File: src/rtl/pwrite_shift.sv
// rtl/pwrite_shift.sv - word-to-byte serializer with one-word holding register
// Accepts WRITE_WIDTH words on din and streams OUT_WIDTH-bit bytes on dout.
module pwrite_shift #(
    parameter int WRITE_WIDTH = 32,
    parameter int OUT_WIDTH   = 8,
    parameter bit MSB_FIRST   = 1'b1
) (
    input  logic                   clk,
    input  logic                   reset,
    input  logic [WRITE_WIDTH-1:0] din,
    input  logic                   din_valid,
    output logic                   din_ready,
    output logic [OUT_WIDTH-1:0]   dout,
    output logic                   dout_valid,
    input  logic                   dout_ready,
    output logic                   dout_last,
    output logic                   busy,
    output logic                   done
);

    localparam int NBYTES = WRITE_WIDTH / OUT_WIDTH;
    localparam int CW     = $clog2(NBYTES);
    localparam logic [CW-1:0] CNT_MAX = CW'(NBYTES - 1);
    localparam logic [CW-1:0] CNT_ONE = CW'(1);

    typedef enum logic [1:0] {
        ST_EMPTY = 2'd0,
        ST_SHIFT = 2'd1,
        ST_LAST  = 2'd2
    } state_t;

    logic [WRITE_WIDTH-1:0] r_sr;
    logic                   r_sv;
    logic [CW-1:0]          r_cnt;
    logic [WRITE_WIDTH-1:0] r_hr;
    logic                   r_hv;
    logic                   r_done;

    logic [WRITE_WIDTH-1:0] w_sr_nxt;
    logic                   w_sv_nxt;
    logic [CW-1:0]          w_cnt_nxt;
    logic [WRITE_WIDTH-1:0] w_hr_nxt;
    logic                   w_hv_nxt;
    logic                   w_done_nxt;

    state_t                 w_state;
    logic                   w_accept;
    logic                   w_xfer;
    logic [WRITE_WIDTH-1:0] w_shifted;
    logic [OUT_WIDTH-1:0]   w_byte;

    // Shifting moves the next byte into the output slice chosen by MSB_FIRST.
    generate
        if (MSB_FIRST) begin : g_msb
            assign w_shifted = r_sr << OUT_WIDTH;
            assign w_byte    = r_sr[WRITE_WIDTH-1 -: OUT_WIDTH];
        end else begin : g_lsb
            assign w_shifted = r_sr >> OUT_WIDTH;
            assign w_byte    = r_sr[OUT_WIDTH-1:0];
        end
    endgenerate

    assign din_ready  = !r_hv;
    assign w_accept   = din_valid && !r_hv;
    assign w_xfer     = r_sv && dout_ready;

    assign dout_valid = r_sv;
    assign dout_last  = r_sv && (r_cnt == '0);
    assign dout       = r_sv ? w_byte : '0;
    assign busy       = r_sv || r_hv;
    assign done       = r_done;

    always_comb begin
        w_state = ST_EMPTY;
        if (r_sv) begin
            w_state = (r_cnt == '0) ? ST_LAST : ST_SHIFT;
        end
    end

    always_comb begin
        w_sr_nxt   = r_sr;
        w_sv_nxt   = r_sv;
        w_cnt_nxt  = r_cnt;
        w_hr_nxt   = r_hr;
        w_hv_nxt   = r_hv;
        w_done_nxt = 1'b0;
        case (w_state)
            ST_EMPTY: begin
                if (w_accept) begin
                    w_sr_nxt  = din;
                    w_sv_nxt  = 1'b1;
                    w_cnt_nxt = CNT_MAX;
                end
            end
            ST_SHIFT: begin
                if (w_xfer) begin
                    w_sr_nxt  = w_shifted;
                    w_cnt_nxt = r_cnt - CNT_ONE;
                end
                if (w_accept) begin
                    w_hr_nxt = din;
                    w_hv_nxt = 1'b1;
                end
            end
            ST_LAST: begin
                if (w_xfer) begin
                    w_done_nxt = 1'b1;
                    // A held word has priority; din cannot be accepted while hv is set.
                    if (r_hv) begin
                        w_sr_nxt  = r_hr;
                        w_cnt_nxt = CNT_MAX;
                        w_hv_nxt  = 1'b0;
                    end else if (w_accept) begin
                        w_sr_nxt  = din;
                        w_cnt_nxt = CNT_MAX;
                    end else begin
                        w_sv_nxt = 1'b0;
                    end
                end else if (w_accept) begin
                    w_hr_nxt = din;
                    w_hv_nxt = 1'b1;
                end
            end
            default: begin
                w_sv_nxt = 1'b0;
            end
        endcase
    end

    always_ff @(posedge clk or posedge reset) begin
        if (reset) begin
            r_sr   <= '0;
            r_sv   <= 1'b0;
            r_cnt  <= '0;
            r_hr   <= '0;
            r_hv   <= 1'b0;
            r_done <= 1'b0;
        end else begin
            r_sr   <= w_sr_nxt;
            r_sv   <= w_sv_nxt;
            r_cnt  <= w_cnt_nxt;
            r_hr   <= w_hr_nxt;
            r_hv   <= w_hv_nxt;
            r_done <= w_done_nxt;
        end
    end

endmodule

File: config.mk
export PLATFORM = sky130hd
export DESIGN_NAME = pwrite_shift
export DESIGN_NICKNAME = d
export VERILOG_FILES = /design/src/rtl/pwrite_shift.sv
export SDC_FILE = /design/constraint.sdc
export NUM_CORES = 1
export LEC_CHECK = 0
export ABC_AREA = 0
export BUFFER_PORTS_ARGS = -buffer_cell sky130_fd_sc_hd__buf_2
export CORE_MARGIN = 2
export CORE_UTILIZATION = 51
export CTS_CLUSTER_SIZE = 25
export DETAILED_ROUTE_END_ITERATION = 10
export PLACE_DENSITY_LB_ADDON = 0.12
export SYNTH_ARGS = -nofsm -noshare
export SYNTH_HDL_FRONTEND = slang
export SYNTH_SLANG_ARGS = --single-unit
File: constraint.sdc
create_clock -name clk -period 2.8 [get_ports clk]
set_input_delay 0.28 -clock clk [delete_from_list [all_inputs] [get_ports clk]]
set_output_delay 0.28 -clock clk [all_outputs]
set_load 0.05 [all_outputs]
==> results of run 1 <==
synthesized netlist by cell type:
cell and number:
a311oi_1 2, buf_2 10, nand2b_1 3, mux2_1 3
o2bb2ai_1 6, mux2_2 29, a22oi_1 8, a221o_1 23
nor3_2 1, nand3_1 26, nand4_1 1, o21ai_0 6
and2b_1 1, inv_2 1, nand2_1 29, clkbuf_1 6
a2bb2oi_1 1, buf_6 2, and2_1 8, nor2_1 6
buf_1 2, o21bai_1 1, a32oi_1 1, dfrtp_1 69
clkbuf_2 1, inv_1 6, a21o_1 1, a31oi_1 1
nand2b_4 1, a21oi_1 29, ha_1 1, o21ai_1 1
cell usage in the layout, fill, tap and decap left out, drive strengths merged, types with 2 or more instances in the layout:
master,n
o21ai,7
nor2,6
and2,8
clkinv,4
a21oi,29
nand3,26
buf,55
o2bb2ai,6
a221o,23
nand2,29
dfrtp,69
clkbuf,11
inv,7
nand2b,4
a22oi,8
mux2,32
a311oi,2
final cells by class:
class	instances	area, µm²	area share (%)
Multi-Input combinational cell	189	1320	36.0
Tap cell	75	93.8	2.55
Clock buffer	11	141	3.84
Clock inverter	5	50.0	1.36
Sequential cell	69	1730	46.9
Timing Repair Buffer	55	318	8.64
Inverter	7	26.3	0.714
worst paths after layout:
| check | cells after the start | to |
|---|---|---|
| max | 5 | dout_last |
| min | 2 | r_hr[0] |
| max reg2reg | 6 | r_hr[11] |
| min reg2reg | 1 | r_sr[5] |
| max in group asynchronous | 3 | r_sr[21] |
| min in group clk | 2 | r_hr[3] |
stage by stage:
| step | instances | cell area (µm²) | utilization (%) | hold WS [ps] |
|---|---|---|---|---|
| finish | 411 | 3680 | 61.4 | 29.3 |
| global route | 411 | 3680 | 61.4 | 76.3 |
| CTS | 411 | 3680 | 61.4 | 40.3 |
| detailed placement | 395 | 3490 | 58.2 | 414 |
| global placement | 395 | 3490 | 58.2 | 413 |
| floorplan | 286 | 3180 | - | 412 |
flip-flops by register name, indices dropped and copies added, names as in the netlist:
| signal | cells |
|---|---|
| r_sr | 32 |
| r_hv | 1 |
| done | 1 |
| r_hr | 32 |
| r_cnt | 2 |
| dout_valid | 1 |
per-layer routing:
metal	global-route usage [%]	vias up
li1	-	1149
met1	31.3	1196
met2	32.0	67
met3	4.47	14
met4	8.79	0
met5	0	-
power by group through the flow:
| stage | clock network (W) | logic, W | registers, W |
|---|---|---|---|
| 2_1_floorplan | 0 | 0.00140 | 0.00169 |
| 3_3_place_gp | 0 | 0.00171 | 0.00173 |
| 3_5_place_dp | 0 | 0.00175 | 0.00174 |
| 4_1_cts | 0.000811 | 0.00175 | 0.00172 |
| 5_1_grt | 0.000863 | 0.00191 | 0.00178 |
| 6_report | 0.000792 | 0.00174 | 0.00173 |
cell families (layout without fill, tap and decap cells):
family | Yosys count | after routing
AOI/OAI and AO/OA | 80 | 80
and+or+nand+nor | 76 | 76
DFF | 69 | 69
muxes | 32 | 32
buffers and inverters | 28 | 78
adders and majority gates | 1 | 1
==> summary.md, run 1 <==
| Metric | Value |
|---|---|
| Status | finished, final reports clean |
| Top Family by Delay on Critical Path | buffers and inverters |
| Slew Limit Headroom | 55.8% |
| Largest area contributor in the netlist | dfrtp_1 |
| Largest stage delay, worst path | 430 ps |
| Drt total wl | 7130 µm |
| GRT Residual Overflow | 0 |
| Crit-path cells | inv_1, ha_1, inv_2, nor2_1, buf_2 |
| Detail Route Antenna Nets | 0 |
| Port buffer count | 48 |
| Register area share after synthesis | 54.3% |
| CP required | 2520 ps |
| LEAKAGE | 1.68 nW |
| Minimum clock period | 2290 ps |
| Worst VDD drop | 0.539 mV |
| Global Route Usage Sum | 21.7% |
| Worst Tran Pin Value | 662 ps |
| Switching power | 0.00165 W |
| WS Path Type | register to primary output |
| DRT met1 WL | 3390 µm |
| CTS tree | yes |
| Reg2Reg Setup Slack | 560 ps |
| Core Region | 5990 µm² |
| DRT iter0 DRCs | 212 |
| Syn Area/Cell | 11.1 µm² |
| Post-synthesis mux area share | 11.3% |
| Total die area | 6880 µm² |
| YS warnings | 0 |
| DR WL/cell | 17.4 µm |
| Row count | 28 |
| Overall power | 0.00426 W |
| Distinct cells, synth | 32 |
| Worst Clk Skew | 10.7 ps |
| Critical Path Start | r_cnt[0] |
| Top cell type's share of synthesized area | 54.3% |
| Setup-failing EPs final | 0 |
| Gate power share | 40.9% |
| Routed vias | 2426 |
| Effective utilization at floorplan | 53.1% |
| Initial antenna violation count | 0 |
| Clock share of power | 18.6% |
| RSZ-0062 raised after global routing | no |
| Clock transition at path regs | 80 ps |
| Clk root buf | clkbuf_8 |
| XOR/XNOR Fraction of Synth Area | 0% |
| Origin of the critical flop-to-flop path | r_cnt[0] |
| Die Ht | 83.0 µm |
| Largest family of logic cells by synthesized area | compound AO/OA/AOI/OAI gates |
| Dpl ws | 579 ps |
| First-pass DRT Iterations | 4 |
| Number of buffers created by CTS | 9 |
| Post-CTS Resized | 0 |
| Final slew viol count | 0 |
| Yosys reg bits | 69 |
| Simple-Gate Fraction of Synth Area | 11.6% |
| Post-route setup TNS | 0 ps |
| Max_cap viols | 0 |
| Syn_nets | 323 |
| HP Class | input pin to async pin |
| Seq pwr share | 40.6% |
| # IOs | 49 |
| FMAX | 436 MHz |
| PwrDens | 1160 nW/µm² |
| Largest net degree at the start of global routing | 40 |
| Crit end category | primary output |
| Fill cells | 510 |
| Startpoint Class | register |
| Synthesized instance count | 286 |
| CP bufs+invs | 3 |
| WL met2 | 3290 µm |
| Post-DP HPWL | 4650 µm |
| Post-CTS Hold Buffers | 0 |
| TritonCTS Sinks | 69 |
| Worst EP arrival | 2010 ps |
| Vias in the first global route | 2386 |
| Setup Buffers After CTS | 0 |
| Highest routed layer | met4 |
| Compound-gate portion of the synthesized area | 18.2% |
| Gpl congestion | 0.832 |
| Final hold violation count | 0 |
| Top post-synthesis cells by area | dfrtp_1 54%, mux2_2 10%, a221o_1 7.2% |
| Routed met3 length | 310 µm |
| Worst skew pair latency | 330 ps |
| Diodes inserted | 0 |
| Final worst slack | 508 ps |
| Max clock buf depth | 2 |
| H-tree depth | 3 |
| Share of cells above drive strength 1 | 31.0% |
| Tcrit/Tclk final | 81.9% |
| Nets | 368 |
| CP max stage cell | ha_1 |
| DR DRC count | 0 |
| Mapped cell area | 3180 µm² |
| Maximum fanout along the worst path | 28 |
| Drt via density | 5.90 |
| P_int | 0.00261 W |
| Die Span X | 83.0 µm |
| First-pass GRT wire length | 12000 µm |
| Area grow syn2layout | 15.7% |
| Adder-Cell Fraction of Synth Area | 0.393% |
| Switching Fraction | 38.7% |
(Power assumes the default switching activity.)
==> inputs of run 2 (changes only) <==
--- a/config.mk
+++ b/config.mk
@@ -5,7 +5,7 @@
 export SDC_FILE = /design/constraint.sdc
 export NUM_CORES = 1
 export LEC_CHECK = 0
-export ABC_AREA = 0
+export ABC_AREA = 1
 export BUFFER_PORTS_ARGS = -buffer_cell sky130_fd_sc_hd__buf_2
 export CORE_MARGIN = 2
 export CORE_UTILIZATION = 51
==> constraint.sdc (replaced) <==
create_clock -name clk -period 2.1 [get_ports clk]
set_input_delay 0.21 -clock clk [delete_from_list [all_inputs] [get_ports clk]]
set_output_delay 0.21 -clock clk [all_outputs]
set_load 0.05 [all_outputs]
==> run 2 against run 1 <==
Net effect: sequential power up 24%; first-iteration DRC count shrank 5.7%; setup slack lost 160 ps; largest cell class unchanged.
==> summary.md, run 2 <==
| Metric | Value |
|---|---|
| EDFF count, synth | 0 |
| H-tree depth | 3 |
| First-pass DRT Iterations | 5 |
| Vias in the first global route | 2978 |
| Design area | 4070 µm² |
| Yosys reg bits | 69 |
| TritonCTS Sinks | 69 |
| DRT iter0 DRCs | 200 |
| Top post-synthesis cells by area | dfrtp_1 49%, nand2_1 26%, inv_1 5.0% |
| Highest routed layer | met4 |
| Synthesized instance count | 503 |
| Crit end category | register |
| Die Ht | 87.0 µm |
| DRT met1 WL | 3950 µm |
| Worst Clk Skew | 9.87 ps |
| HP Class | input pin to register |
| Syn Area/Cell | 6.99 µm² |
| Top cells by instance count after synthesis | 248 x nand2_1, 69 x dfrtp_1, 47 x inv_1 |
| Inst Count DP | 621 |
| Slew Limit Headroom | 63.9% |
| Number of buffers created by CTS | 9 |
| FMAX | 570 MHz |
| Reg2Reg Setup Slack | 350 ps |
| Drt via density | 4.91 |
| Reg2Reg Depth | 9 |
| RSZ-0062 raised after global routing | no |
| Final core utilization | 60.5% |
| # IOs | 49 |
| Post-DP HPWL | 5610 µm |
| YS warnings | 0 |
| Clk root buf | clkbuf_8 |
| Maximum fanout along the worst path | 14 |
| Max_cap viols | 0 |
| Worst EP arrival | 2020 ps |
| CP required | 2370 ps |
| Tcrit/Tclk final | 83.5% |
| Post-CTS Resized | 0 |
| First-pass GRT wire length | 14000 µm |
| Most used DFF post-synth | dfrtp_1 |
| Routed vias | 3135 |
| Reg-to-reg endpoint | r_hr[21] |
| Port buffer count | 48 |
| Hold WS | 66.6 ps |
| Mapped cell area | 3510 µm² |
| Nets | 590 |
| Routed met3 length | 431 µm |
| Register area share after synthesis | 49.1% |
| Effective utilization at floorplan | 52.3% |
| Post-route setup TNS | 0 ps |
| Worst VDD drop | 0.592 mV |
| Diodes inserted | 0 |
| Final hold violation count | 0 |
| Origin of the critical flop-to-flop path | r_cnt[1] |
| Total die area | 7570 µm² |
| Row count | 30 |
| Startpoint Class | register |
| Drt total wl | 8360 µm |
| Hold_sp | din[2] |
| WS Path Type | register to register |
| Syn_nets | 540 |
| Largest net degree at the start of global routing | 47 |
| Global Route Usage Sum | 24.1% |
| Most common cell after layout, fill and taps aside | nand2_1 |
| LEAKAGE | 2.39 nW |
| Share of cells above drive strength 1 | 15.8% |
| Dpl cell area | 3880 µm² |
| Most frequent cells in the layout | 248 x nand2_1, 69 x dfrtp_1, 48 x buf_2 |
| Status | finished, final reports clean |
| Minimum clock period | 1750 ps |
| Distinct cells, synth | 19 |
| WHS Path Cells | 3 |
| Hold Path End | r_hr[2] |
| Top flop regs | r_hr x32, r_sr x32, r_cnt x2 |
| DR DRC count | 0 |
| Top cell type's share of synthesized area | 49.1% |
| Most common cell in the netlist | nand2_1 |
| DR WL/cell | 13.1 µm |
| Clock transition at path regs | 80 ps |
| PwrDens | 1320 nW/µm² |
| Worst Tran Pin Value | 541 ps |
| Detail Route Antenna Nets | 0 |
| Initial antenna violation count | 0 |
| Non-Filler Instances | 638 |
| Largest area contributor in the netlist | dfrtp_1 |
| Final slew viol count | 0 |
| Worst skew pair latency | 360 ps |
| CTS tree | yes |
| Setup-failing EPs final | 0 |
| Post-synth ARST share | 100% |
| Die Span X | 87.0 µm |
| Area grow syn2layout | 15.7% |
| Max clock buf depth | 2 |
| WL met2 | 3850 µm |
| Gpl congestion | 0.853 |
| Core Region | 6720 µm² |
| GRT Residual Overflow | 0 |
run 2: cell count changes in the layout (fill, tap and decap cells not counted), sizes merged, moves of 9 or more:
cell,change
nand2,+219
inv,+47
mux2,-32
nor2,+30
a21oi,-25
a221o,-23
o21ai,+22
nand3,+9
run 2: cell type report:
cell class / instances / area [µm²]
fillers: 639 / 2650
inverters: 54 / 203
clock buffers: 10 / 138
clock inverters: 6 / 38.8
repair buffers: 63 / 405
flip-flops and latches: 69 / 1730
multi-input cells: 356 / 1460
well taps: 80 / 100
run 2: logic make-up (layout without fill, tap and decap cells):
kind of cell / count (synthesis) / in the layout / share of synthesized area (%)
DFF: 69 / 69 / 49.1
buffers and inverters: 78 / 133 / 9.68
AOI/OAI and AO/OA: 34 / 34 / 5.02
and+or+nand+nor: 321 / 321 / 35.8
adders and majority gates: 1 / 1 / 0.356
run 2: power by group:
| part | total (W) | leakage (nW) | switching (W) | internal [W] |
|---|---|---|---|---|
| clock | 0.000990 | 0.0880 | 0.000534 | 0.000456 |
| sequential | 0.00215 | 0.888 | 0.000304 | 0.00185 |
| combinational | 0.00224 | 1.41 | 0.00151 | 0.000736 |
| total | 0.00539 | 2.39 | 0.00234 | 0.00304 |
run 2: layer usage:
| metal | vias up | track usage (%) |
|---|---|---|
| met5 | - | 0 |
| met4 | 0 | 7.39 |
| met3 | 11 | 6.16 |
| met2 | 97 | 38.2 |
| met1 | 1412 | 32.5 |
| li1 | 1615 | - |
run 2: worst max path at each step:
stage,endpoint,from,depth (start not counted),slack (ps)
2_1_floorplan,done,reset,1,150
3_3_place_gp,r_hr[19],r_cnt[1],8,450
3_5_place_dp,r_hr[21],r_cnt[1],9,370
4_1_cts,r_hr[21],r_cnt[1],9,340
5_1_grt,r_hr[26],r_cnt[1],9,170
6_report,r_hr[21],r_cnt[1],9,350
run 2: per-stage QoR:
step / power (W) / setup WS (ps)
finish: 0.00539 / 347
global route: 0.00582 / 170
CTS: 0.00540 / 343
detailed placement: 0.00442 / 368
global placement: 0.00435 / 451
floorplan: 0.00377 / 150
run 2: critical path, cell delays in order, from the launching register on:
cell,delay [ps]
dfrtp_1,380
inv_1,90
ha_1,210
inv_1,50
nand2_1,140
inv_2,70
o21ai_4,320
buf_4,250
nand2_1,60
o21ai_0,80
run 2: repair_timing:
action / in CTS / in global routing
hold buffers: 1 / 0
hold endpoints to repair: 23 / 0
buffers inserted: 0 / 0
==> inputs of run 3 (changes only) <==
==> constraint.sdc (replaced) <==
create_clock -name clk -period 1.55 [get_ports clk]
set_input_delay 0.155 -clock clk [delete_from_list [all_inputs] [get_ports clk]]
set_output_delay 0.155 -clock clk [all_outputs]
set_load 0.05 [all_outputs]
==> run 3 against run 2 <==
Net effect: sequential power grew 37%; register-to-register slack got worse by 330 ps; combinational power increased by 60%; clock skew grew 1.1 ps; non-clock buffer count rose by 17; clock power increased by 58%; global-route usage grew 0.37 points; maximum frequency rose by 14%; critical path depth rose by 1; sequential cell count unchanged; routed wire length increased by 8.4%; largest power group unchanged.
==> summary.md, run 3 (synthesis results as in run 2) <==
| Metric | Value |
|---|---|
| Status | finished, final reports clean |
| Origin of the critical flop-to-flop path | r_cnt[1] |
| Top flop regs | r_hr x32, r_sr x32, r_cnt x2 |
| FMAX | 652 MHz |
| Crit-path cells | inv_2, ha_4, inv_2, nand2_2, inv_2, o21ai_4, buf_6, clkbuf_16, nand2_2, o21ai_1 |
| GRT Residual Overflow | 0 |
| Max_cap viols | 0 |
| Worst VDD drop | 0.944 mV |
| Area grow syn2layout | 25.2% |
| Clock transition at path regs | 70 ps |
| RSZ-0062 raised after global routing | yes |
| Setup-failing EPs final | 0 |
| Largest stage delay, worst path | 390 ps |
| Crit end category | register |
| Worst Tran Pin Value | 511 ps |
| Total die area | 7570 µm² |
| Worst skew pair latency | 350 ps |
| Fill cells | 597 |
| Post-DP HPWL | 5560 µm |
| Clk root buf | clkbuf_8 |
| Diodes inserted | 0 |
| H-tree depth | 3 |
| Global Route Usage Sum | 24.4% |
| Minimum clock period | 1530 ps |
| Row count | 30 |
| Initial antenna violation count | 0 |
| Reg2Reg Setup Slack | 20 ps |
| Port buffer count | 48 |
| LEAKAGE | 2.53 nW |
| First-pass GRT wire length | 14400 µm |
| # IOs | 49 |
| Routed vias | 3321 |
| CP max stage cell | dfrtp_1 |
| Slew Limit Headroom | 65.9% |
| Worst Clk Skew | 10.9 ps |
| DRT iter0 DRCs | 178 |
| Die Ht | 87.0 µm |
| Nets | 607 |
| CP required | 1820 ps |
| TritonCTS Sinks | 69 |
| Vias in the first global route | 3079 |
| Startpoint Class | register |
| CTS tree | yes |
| Final hold violation count | 0 |
| Most frequent cells in the layout | 235 x nand2_1, 68 x dfrtp_1, 45 x buf_2 |
| DR DRC count | 0 |
| Tcrit/Tclk final | 98.9% |
| Number of buffers created by CTS | 9 |
| Hold_sp | din[3] |
| Most common cell after layout, fill and taps aside | nand2_1 |
| Detail Route Antenna Nets | 0 |
| Maximum fanout along the worst path | 8 |
| Max clock buf depth | 2 |
| Worst EP arrival | 1800 ps |
| WS Path Type | register to register |
| HP Class | input pin to register |
| First-pass DRT Iterations | 4 |
| Final core utilization | 65.5% |
| Die Span X | 87.0 µm |
| Share of cells above drive strength 1 | 21.9% |
| PwrDens | 1840 nW/µm² |
| Largest net degree at the start of global routing | 33 |
| Gpl congestion | 0.804 |
| DR WL/cell | 13.8 µm |
| Critical Path Start | r_cnt[1] |
| Core Region | 6720 µm² |
| Drt total wl | 9060 µm |
| Most common cell on crit path | inv_2 |
| Final slew viol count | 0 |
| Effective utilization at floorplan | 52.3% |
| Overall power | 0.00810 W |
| Drt via density | 5.07 |
## run 3: cell count changes in the layout (fill, tap and decap cells not counted), sizes merged
cell / change
clkinv: -3
clkbuf: +6
bufinv: +1
inv: -1
buf: +14
## run 3: final timing paths
path                                  to  depth (start not counted)
worst min-delay path             r_hr[3]                          3
worst min register to register   r_hr[2]                          2
min in group asynchronous        r_hr[2]                          3
max in group asynchronous       r_sr[23]                          4
worst max register to register  r_hr[10]                         10
worst max-delay path            r_hr[10]                         10
## run 3: report_power, final
group	switching (W)	leakage [nW]	internal, W
Clock	0.000688	0.106	0.000874
Sequential	0.000431	0.887	0.00251
Combinational	0.00222	1.54	0.00137
## run 3: cell type report
cell class / instances / area, µm² / share of cell area (%)
flip-flops and latches: 69 / 1730 / 39.3
multi-input cells: 356 / 1520 / 34.5
repair buffers: 80 / 636 / 14.4
inverters: 54 / 206 / 4.69
clock buffers: 13 / 169 / 3.84
well taps: 80 / 100 / 2.27
clock inverters: 3 / 42.5 / 0.967
## run 3: worst max-delay path, delay by kind of cell (launching register included)
family,cells,cell delay (ps)
and+or+nand+nor,2,110
adders and majority gates,1,150
buffers and inverters,5,500
DFF,1,390
AOI/OAI and AO/OA,2,310
## run 3: routing by layer
metal,share of wire [%],global-route usage [%],wire (µm)
met1,45,31.7,4070
met4,1.4,9.09,126
met2,49,40.6,4430
met3,4.7,4.74,427
met5,0,0,0
## run 3: stage by stage
step	setup slack, ps	TNS [ps]	area (µm²)	hold slack (ps)	instances
floorplan	29.1	0	3520	265	503
global placement	84.0	0	3950	213	625
detailed placement	37.1	0	3950	217	625
CTS	1.08	0	4190	2.51	642
global route	-49.6	-654	4400	17.4	655
finish	17.3	0	4400	13.9	655
## run 3: timing repair
item                                    4_1_cts  5_1_grt
gates resized for setup                       4       40
hold buffers                                  1        0
buffers inserted                              0       10
endpoints found under the setup margin        2       69
pin swaps                                     0        3
endpoints found under the hold margin        19        0
gates cloned                                  0        3
